### src/rtl/sd_drive_arbiter.sv
// Routes the FDC sector request stream to one hps_io virtual-disk channel and tracks per-drive mount state.
// Optional write protection of read-only images is enabled by defining SD_ARB_WP_EN.
//
// state   | meaning
// --------+-----------------------------------------------------------
// S_IDLE  | waiting for fdc_rd/fdc_wr; validates drive, mount and WP
// S_ISSUE | strobe held on the selected channel until ack or timeout
// S_XFER  | buffer transfer window while the selected ack stays high
// S_DONE  | one-cycle completion pulse, fdc_err qualifies it
module sd_drive_arbiter #(
  parameter int NBDRIV  = 4,
  parameter int LBA_W   = 32,
  parameter int TIMEOUT = 4200000,
  localparam int DW = (NBDRIV > 1) ? $clog2(NBDRIV) : 1,
  localparam int TW = (TIMEOUT > 0) ? $clog2(TIMEOUT + 1) : 1
) (
  input  logic                    clk_sys,
  input  logic                    reset_n,
  input  logic [DW-1:0]           fdc_drive,
  input  logic [LBA_W-1:0]        fdc_lba,
  input  logic                    fdc_rd,
  input  logic                    fdc_wr,
  output logic                    fdc_busy,
  output logic                    fdc_xfer,
  output logic                    fdc_done,
  output logic                    fdc_err,
  output logic [NBDRIV*LBA_W-1:0] sd_lba,
  output logic [NBDRIV-1:0]       sd_rd,
  output logic [NBDRIV-1:0]       sd_wr,
  input  logic [NBDRIV-1:0]       sd_ack,
  input  logic [NBDRIV-1:0]       img_mounted,
  input  logic                    img_readonly,
  input  logic [63:0]             img_size,
  output logic [NBDRIV-1:0]       drv_mounted,
  output logic [NBDRIV-1:0]       drv_readonly
);

  typedef enum logic [1:0] {S_IDLE, S_ISSUE, S_XFER, S_DONE} state_t;

  state_t        state, state_nx;
  logic [DW-1:0] cur, cur_nx;
  logic          dir, dir_nx;
  logic          err, err_nx;
  logic [TW-1:0] tmr, tmr_nx;

  logic ack_cur, mnt_evt;
  logic req_valid, req_mnt, req_ro, wp_block, tmo_hit, load_lba;

  // Only the selected channel is looked at; drive numbers past NBDRIV select nothing.
  always_comb begin
    ack_cur   = 1'b0;
    mnt_evt   = 1'b0;
    req_valid = 1'b0;
    req_mnt   = 1'b0;
    req_ro    = 1'b0;
    for (int d = 0; d < NBDRIV; d++) begin
      if (cur == DW'(d)) begin
        ack_cur = sd_ack[d];
        mnt_evt = img_mounted[d];
      end
      if (fdc_drive == DW'(d)) begin
        req_valid = 1'b1;
        req_mnt   = drv_mounted[d];
        req_ro    = drv_readonly[d];
      end
    end
  end

`ifdef SD_ARB_WP_EN
  assign wp_block = fdc_wr && !fdc_rd && req_ro;
`else
  assign wp_block = 1'b0;
`endif

  // Fires on the cycle whose increment would make the count reach TIMEOUT.
  assign tmo_hit = (TIMEOUT != 0) && (tmr == TW'(TIMEOUT - 1));

  always_comb begin
    state_nx = state;
    cur_nx   = cur;
    dir_nx   = dir;
    err_nx   = err;
    tmr_nx   = '0;
    case (state)
      S_IDLE: begin
        err_nx = 1'b0;
        if (fdc_rd || fdc_wr) begin
          cur_nx = fdc_drive;
          dir_nx = !fdc_rd;
          if (!req_valid || !req_mnt || wp_block) begin
            err_nx   = 1'b1;
            state_nx = S_DONE;
          end else begin
            state_nx = S_ISSUE;
          end
        end
      end
      S_ISSUE: begin
        if (mnt_evt) err_nx = 1'b1;
        if (ack_cur) begin
          state_nx = S_XFER;
        end else if (tmo_hit) begin
          err_nx   = 1'b1;
          state_nx = S_DONE;
        end else begin
          tmr_nx = tmr + TW'(1);
        end
      end
      S_XFER: begin
        if (mnt_evt) err_nx = 1'b1;
        if (!ack_cur) state_nx = S_DONE;
      end
      S_DONE: begin
        err_nx   = 1'b0;
        state_nx = S_IDLE;
      end
      default: state_nx = S_IDLE;
    endcase
  end

  assign load_lba = (state == S_IDLE) && (state_nx == S_ISSUE);

  always_ff @(posedge clk_sys or negedge reset_n) begin
    if (!reset_n) begin
      state    <= S_IDLE;
      cur      <= '0;
      dir      <= 1'b0;
      err      <= 1'b0;
      tmr      <= '0;
      fdc_busy <= 1'b0;
      fdc_xfer <= 1'b0;
      fdc_done <= 1'b0;
      fdc_err  <= 1'b0;
      sd_rd    <= '0;
      sd_wr    <= '0;
      sd_lba   <= '0;
    end else begin
      state    <= state_nx;
      cur      <= cur_nx;
      dir      <= dir_nx;
      err      <= err_nx;
      tmr      <= tmr_nx;
      fdc_busy <= (state_nx != S_IDLE);
      fdc_xfer <= (state_nx == S_XFER) && ack_cur;
      fdc_done <= (state_nx == S_DONE);
      fdc_err  <= (state_nx == S_DONE) && err_nx;
      for (int d = 0; d < NBDRIV; d++) begin
        sd_rd[d] <= (state_nx == S_ISSUE) && !dir_nx && (cur_nx == DW'(d));
        sd_wr[d] <= (state_nx == S_ISSUE) &&  dir_nx && (cur_nx == DW'(d));
        if (load_lba && (cur_nx == DW'(d))) sd_lba[d*LBA_W +: LBA_W] <= fdc_lba;
      end
    end
  end

  always_ff @(posedge clk_sys or negedge reset_n) begin
    if (!reset_n) begin
      drv_mounted <= '0;
    end else begin
      for (int d = 0; d < NBDRIV; d++)
        if (img_mounted[d]) drv_mounted[d] <= |img_size;
    end
  end

`ifdef SD_ARB_WP_EN
  always_ff @(posedge clk_sys or negedge reset_n) begin
    if (!reset_n) begin
      drv_readonly <= '0;
    end else begin
      for (int d = 0; d < NBDRIV; d++)
        if (img_mounted[d]) drv_readonly[d] <= img_readonly;
    end
  end
`else
  // hps_io enforces read-only images itself in this build.
  logic unused_readonly;
  assign unused_readonly = img_readonly;
  assign drv_readonly    = '0;
`endif

endmodule

### config.mk
export PLATFORM = sky130hd
export DESIGN_NAME = sd_drive_arbiter
export DESIGN_NICKNAME = d
export VERILOG_FILES = /design/src/rtl/sd_drive_arbiter.sv
export SDC_FILE = /design/constraint.sdc
export NUM_CORES = 1
export LEC_CHECK = 0
export CELL_PAD_IN_SITES_DETAIL_PLACEMENT = 1
export CELL_PAD_IN_SITES_GLOBAL_PLACEMENT = 1
export CORE_ASPECT_RATIO = 1.2
export CORE_MARGIN = 4
export CORE_UTILIZATION = 52
export CTS_BUF_LIST = sky130_fd_sc_hd__clkbuf_8
export DETAILED_ROUTE_END_ITERATION = 8
export DONT_BUFFER_PORTS = 1
export MAX_ROUTING_LAYER = met4
export PLACE_DENSITY_LB_ADDON = 0.25
export SLEW_MARGIN = 15
export SYNTH_ARGS = -nofsm -noshare
export SYNTH_HDL_FRONTEND = slang
export SYNTH_SLANG_ARGS = --single-unit
### constraint.sdc
create_clock -name clk_sys -period 2 [get_ports clk_sys]
set_input_delay 0.4 -clock clk_sys [delete_from_list [all_inputs] [get_ports clk_sys]]
set_output_delay 0.4 -clock clk_sys [all_outputs]
set_load 0.02 [all_outputs]
# == Yosys cells after proc, flatten, opt, wreduce, memory -nomap -nowiden ==
# Cells that the tools add are included.
# totals
register_bits,173
latch_bits,0
ram_bits,0
mem_bits_ro,0
in_bits,111
out_inout_bits,148
mem_count,0
# op_classes
add_sub_neg,1
n_mul,0
div_mod_pow,0
magnitude_cmp,0
n_eq_ne,16
n_shift,0
muxes,35
n_bitwise,0
n_reduce_logical,29
# ops
operator,count
two-way mux 23 bit,3
OR reduction 64 bit,1
adder 23 x 1 -> 23 bit (second input constant),1
== test 23 bit (second input constant),1
two-way mux 1 bit,23
== test 2 bit (second input constant),10
logical AND 1 bit,17
two-way mux 2 bit,7
== test 2 x 1 -> 1 bit (second input constant),5
logical NOT 2 bit,4
one-hot mux 2 bit (4 select lines),1
logical NOT 1 bit,4
one-hot mux 1 bit (4 select lines),1
logical OR 1 bit,2
nonzero test 2 bit,1

# == Longest topological paths before layout ==
# depth
ltp_word,13
mapped_depth,7
mapped_depth_nobuf,5

# == Least setup slack after synthesis ==
# No wires, ideal clock.
# synth_timing
path_type,register to register
start,register state[0]
end,register sd_lba[10]
setup_ps,125
arrival_ps,1677
t_required_ps,1875
slack_ps,198
path_stages_with_launch,7
path_buffers,2
period_less_slack_ps,1802
cell_sequence,dfrtp_1 > buf_2 > nor2_8 > o21ai_2 > nor4b_4 > buf_4 > mux2_2
# synth_between
elab_chain_len,6
elab_cells_between_ends,14
classes_between,eq/ne: 4; mux: 6; reduce/logical: 4
# synth_lines
item,line,text
start: declaration,40,"state_t state, state_nx;"
start signal: assignment,138,state <= state_nx;
two-way mux 2 bit,102,end else if (tmo_hit) begin
two-way mux 2 bit,100,if (ack_cur) begin
one-hot mux 2 bit (4 select lines),84,case (state)
== test 2 x 1 -> 1 bit,121,assign load_lba = (state == S_IDLE) && (state_nx == S_ISSUE);
logical AND 1 bit,121,
logical AND 1 bit (*),150,if (load_lba && (cur_nx == DW'(d))) sd_lba[d*LBA_W +: LBA_W] <= fdc_lba;
end signal: indexed assignment,150,
end: declaration,27,"output logic [NBDRIV*LBA_W-1:0] sd_lba,"
# Mark *: on every way between the ends. The rest lies on a longest branch, timed or not.
# A chain may end at the register's enable or synchronous reset.

# == Final worst setup path ==
# layout_timing
start,register state[1]
end,register sd_lba[44]
# The elaborated chain is that of the path after synthesis.

==> reports/qor_table.md <==
| Quantity | Reported |
| --- | --- |
| Number of hold violations in the final report | 173 |
| Number of detailed-routing iterations run before antenna repair | 4 |
| Placer Congestion | 0.856 |
| Floorplan die height | 137 um |
| Number of levels in the clock H-tree | 4 |
| Total power divided by cell area | 1620 nW/um^2 |
| Hold slack | -0.376 ns |
| Outcome | complete, but fails checks |
| Synthesis-to-finish area growth | 9.26% |
| Distinct cell type count after synthesis | 50 |
| Share of the clock period used by the worst path after layout | 96.1% |
| Antenna Diode Count | 0 |
| Sum of negative setup slack | 0 ns |
| Worst Hold Class | primary input to async pin |
| Vias in the first global route | 4882 |
| Worst endpoint data arrival time | 2.26 ns |
| DRC violation total after the first TritonRoute iteration | 272 |
| Root Buffer | sky130_fd_sc_hd__clkbuf_8 |
| Site row count | 47 |
| Post-CTS clock slew at the launch and capture registers of the worst setup and hold paths | 0.10 ns |
| Ratio of cells with drive above 1 in the final layout | 36.4% |
| Count of flip-flops with a built-in enable after synthesis | 0 |
| Effective utilization at floorplan | 52.7% |
| Non-filler cells in the finished layout | 704 |
| Dpl cell area | 7510 sq um |
| CP peak stage delay | 0.52 ns |
| Width of the die | 116 um |
| VDD IR max | 854 uV |
| Clock tree from TritonCTS | done |
| GRT overflow | 0 |
| Global routing usage summed across all routing layers | 22.5% |
| Port buffer count | 0 |
| Final count of pins violating max slew | 0 |
| Yosys synthesis warning count | 0 |
| Number of cells on the worst reg-to-reg path | 5 |
| Post-Synthesis Mean Instance Area | 14.5 sq um |
| Switching share of total power | 41.7% |
| Post-route DRC violation count | 0 |
| Total chip power | 12.8 mW |
| Final worst path period need | 1.92 ns |
| Cell-by-cell trace of the critical path | nor2_8 -> nand3b_4 -> or3b_2 -> buf_12 -> mux2_4 |
| Required time of the critical path | 2.34 ns |
| Most frequent cells in the layout | sky130_fd_sc_hd__dfrtp_1 (173), sky130_fd_sc_hd__mux2_2 (96), sky130_fd_sc_hd__mux2_4 (30) |
| Type of element launching the critical path | flop |
| Gate Count Post-Synth | 502 |
| Clock latency at the later pin of the worst-skew pair | 0.45 ns |
| Placeable core region | 13800 sq um |
| Primary flip-flop cell chosen by synthesis mapping | sky130_fd_sc_hd__dfrtp_1 |
| Highest attainable clock frequency | 520 MHz |
| Routed via count | 4305 |
| Share of total power in sequential cells | 61.0% |
| Sequential cell area fraction in the yosys report | 59.7% |
| Largest fanout on the critical path | 31 |
| Die Area | 15900 sq um |
| Commonest non-fill, non-tap cell in the layout | sky130_fd_sc_hd__dfrtp_1 |
| Setup bufs post-CTS | 0 |
| LEAKAGE | 3.41 nW |
| Number of antenna violations at the first check in global routing | 0 |
| Cell type of the slowest stage on the worst timing path | sky130_fd_sc_hd__or3b_2 |
| Number of placed instances, taps included | 668 |
| Buffers from clock root to sink, at most | 2 |
| WL/cell | 24.4 um |
| Relative contribution of the clock network to total power | 17.5% |
| Number of flip-flops and latches in the synthesized netlist | 173 |
| Classification of the worst setup path | flop to flop |
| First-pass GRT wire length | 26.6 mm |
| Proportion of power drawn by combinational gates | 21.6% |
| Launching point of the worst reg2reg path | state[1] |
| Count of antenna-violating nets left after detailed routing | 0 |
| DPL Wire Length | 12.4 mm |
| Cell internal pwr | 7.49 mW |
| Reported net switching power | 5.36 mW |
| Critical path endpoint category | flop |
| Largest net degree at the start of global routing | 174 |
| Routed vias/inst | 6.12 |
| Net count, final | 632 |
| Fillers | 1304 |
| Summed instance area of the synthesized netlist | 7260 sq um |
| # hold bufs at CTS | 4 |
| Total clock buffers created by CTS | 17 |
| Number of ports placed on the die boundary | 259 |
| Max-cap viol count | 0 |
| Wirelength, routed | 17.1 mm |
| Post-route cell area | 7930 sq um |
| Number of failing setup endpoints in the final timing report | 0 |
| Clock skew | 0.0136 ns |
| Fraction of registers with async set/reset | 100% |
| Launch point of the critical path | state[1] |
| Failing checks | hold timing |
| Sink Count | 173 |
## state kept, by name (all words and copies together) (netlist names)
name and flops:
sd_lba 128, tmr 23, drv_mounted 4, sd_rd 4, sd_wr 4, cur 2
state 2, dir 1, err 1, fdc_busy 1, fdc_done 1, fdc_err 1
fdc_xfer 1
## power by group through the flow
stage	Sequential [mW]	Clock, mW	Combinational, mW
after floorplan	7.41	0	2.29
after global placement	7.88	0	2.59
after detailed placement	7.95	0	2.77
after CTS	7.89	2.32	2.79
after global routing	8.03	2.48	3.03
final	7.83	2.24	2.77
## Yosys cell counts, types with 2 or more instances
| cell | count | area [sq um] |
|---|---|---|
| sky130_fd_sc_hd__o21ai_0 | 8 | 40.0 |
| sky130_fd_sc_hd__dfrtp_1 | 173 | 4330 |
| sky130_fd_sc_hd__xor2_1 | 8 | 70.1 |
| sky130_fd_sc_hd__inv_1 | 8 | 30.0 |
| sky130_fd_sc_hd__mux2_2 | 96 | 1080 |
| sky130_fd_sc_hd__mux2_1 | 2 | 22.5 |
| sky130_fd_sc_hd__or3_1 | 5 | 31.3 |
| sky130_fd_sc_hd__nand2_1 | 8 | 30.0 |
| sky130_fd_sc_hd__buf_4 | 7 | 52.6 |
| sky130_fd_sc_hd__nor4b_1 | 2 | 17.5 |
| sky130_fd_sc_hd__and2_1 | 3 | 18.8 |
| sky130_fd_sc_hd__a21oi_1 | 15 | 75.1 |
| sky130_fd_sc_hd__nor3_1 | 2 | 10.0 |
| sky130_fd_sc_hd__buf_2 | 12 | 60.1 |
| sky130_fd_sc_hd__mux2_4 | 30 | 450 |
| sky130_fd_sc_hd__nand4_1 | 11 | 68.8 |
| sky130_fd_sc_hd__mux4_2 | 3 | 67.6 |
| sky130_fd_sc_hd__a211o_1 | 2 | 17.5 |
| sky130_fd_sc_hd__and3_1 | 4 | 25.0 |
| sky130_fd_sc_hd__nor4_1 | 18 | 113 |
| sky130_fd_sc_hd__clkbuf_1 | 3 | 11.3 |
| sky130_fd_sc_hd__nor2_1 | 22 | 82.6 |
| sky130_fd_sc_hd__nand3_1 | 11 | 55.1 |
| sky130_fd_sc_hd__o21ai_2 | 2 | 17.5 |
| sky130_fd_sc_hd__xnor2_1 | 3 | 26.3 |
| sky130_fd_sc_hd__o31ai_1 | 7 | 52.6 |
| sky130_fd_sc_hd__buf_6 | 5 | 56.3 |
| sky130_fd_sc_hd__a211oi_1 | 4 | 30.0 |
| sky130_fd_sc_hd__a2111oi_1 | 2 | 20.0 |
| sky130_fd_sc_hd__or4_1 | 6 | 45.0 |
## worst max-delay path, delay by kind of cell (launching register included)
kind | cells | cell delay [ns]
flops | 1 | 0.45
buf+inv | 1 | 0.21
mux | 1 | 0.33
simple gates | 3 | 0.78
## metal layers
metal  vias up  part of all wire, %  track usage [%]
li1       1862                    -                -
met1      2233                   35             23.2
met2       184                   54             39.5
met3        26                  9.7             7.95
met4         0                  1.9             8.19
met5         -                    0                -
## path summary, 6_finish.rpt
path,to,slack [ns]
max in group asynchronous,fdc_done,2.14
worst min register to register,tmr[4],0.56
min in group clk_sys,sd_lba[69],0.08
worst max-delay path,sd_lba[44],0.08
worst min-delay path,sd_lba[55],-0.38
worst max register to register,sd_lba[44],0.08
## cell families (layout without fill, tap and decap cells)
| family | Yosys count | after routing | share of synthesized area, % |
|---|---|---|---|
| compound gates | 46 | 46 | 4.55 |
| xor+xnor | 11 | 11 | 1.33 |
| fa+ha+maj | 1 | 1 | 0.172 |
| buf+inv | 35 | 63 | 2.90 |
| flops | 173 | 173 | 59.7 |
| mux | 132 | 132 | 22.7 |
| other cells | 1 | 4 | 0.0517 |
| simple gates | 103 | 103 | 8.69 |
## layout make-up
cell class              count  area, sq um  area share (%)
clock buffers              17          234            2.95
well taps                 171          214            2.70
inverters                   8         30.0           0.379
flip-flops and latches    173         4330            54.6
multi-input cells         297         2750            34.7
clock inverters            15          130            1.64
repair buffers             23          240            3.03
## metrics by stage
step                      hold WS (ns)  setup WS (ns)  util (%)
final                           -0.376         0.0776      57.6
after floorplan                  0.104          0.198         -
after detailed placement         0.108         0.0464      54.6
after CTS                       -0.406         0.0479      57.5
after global placement           0.108          0.107      54.6
after global routing            -0.421        -0.0767      57.6
## repair_timing
item                       CTS  global route
hold endpoints to repair   177           173
gates resized for setup      0             4
setup endpoints to repair    0            23
No activity file was read; power rests on OpenSTA's default activity.
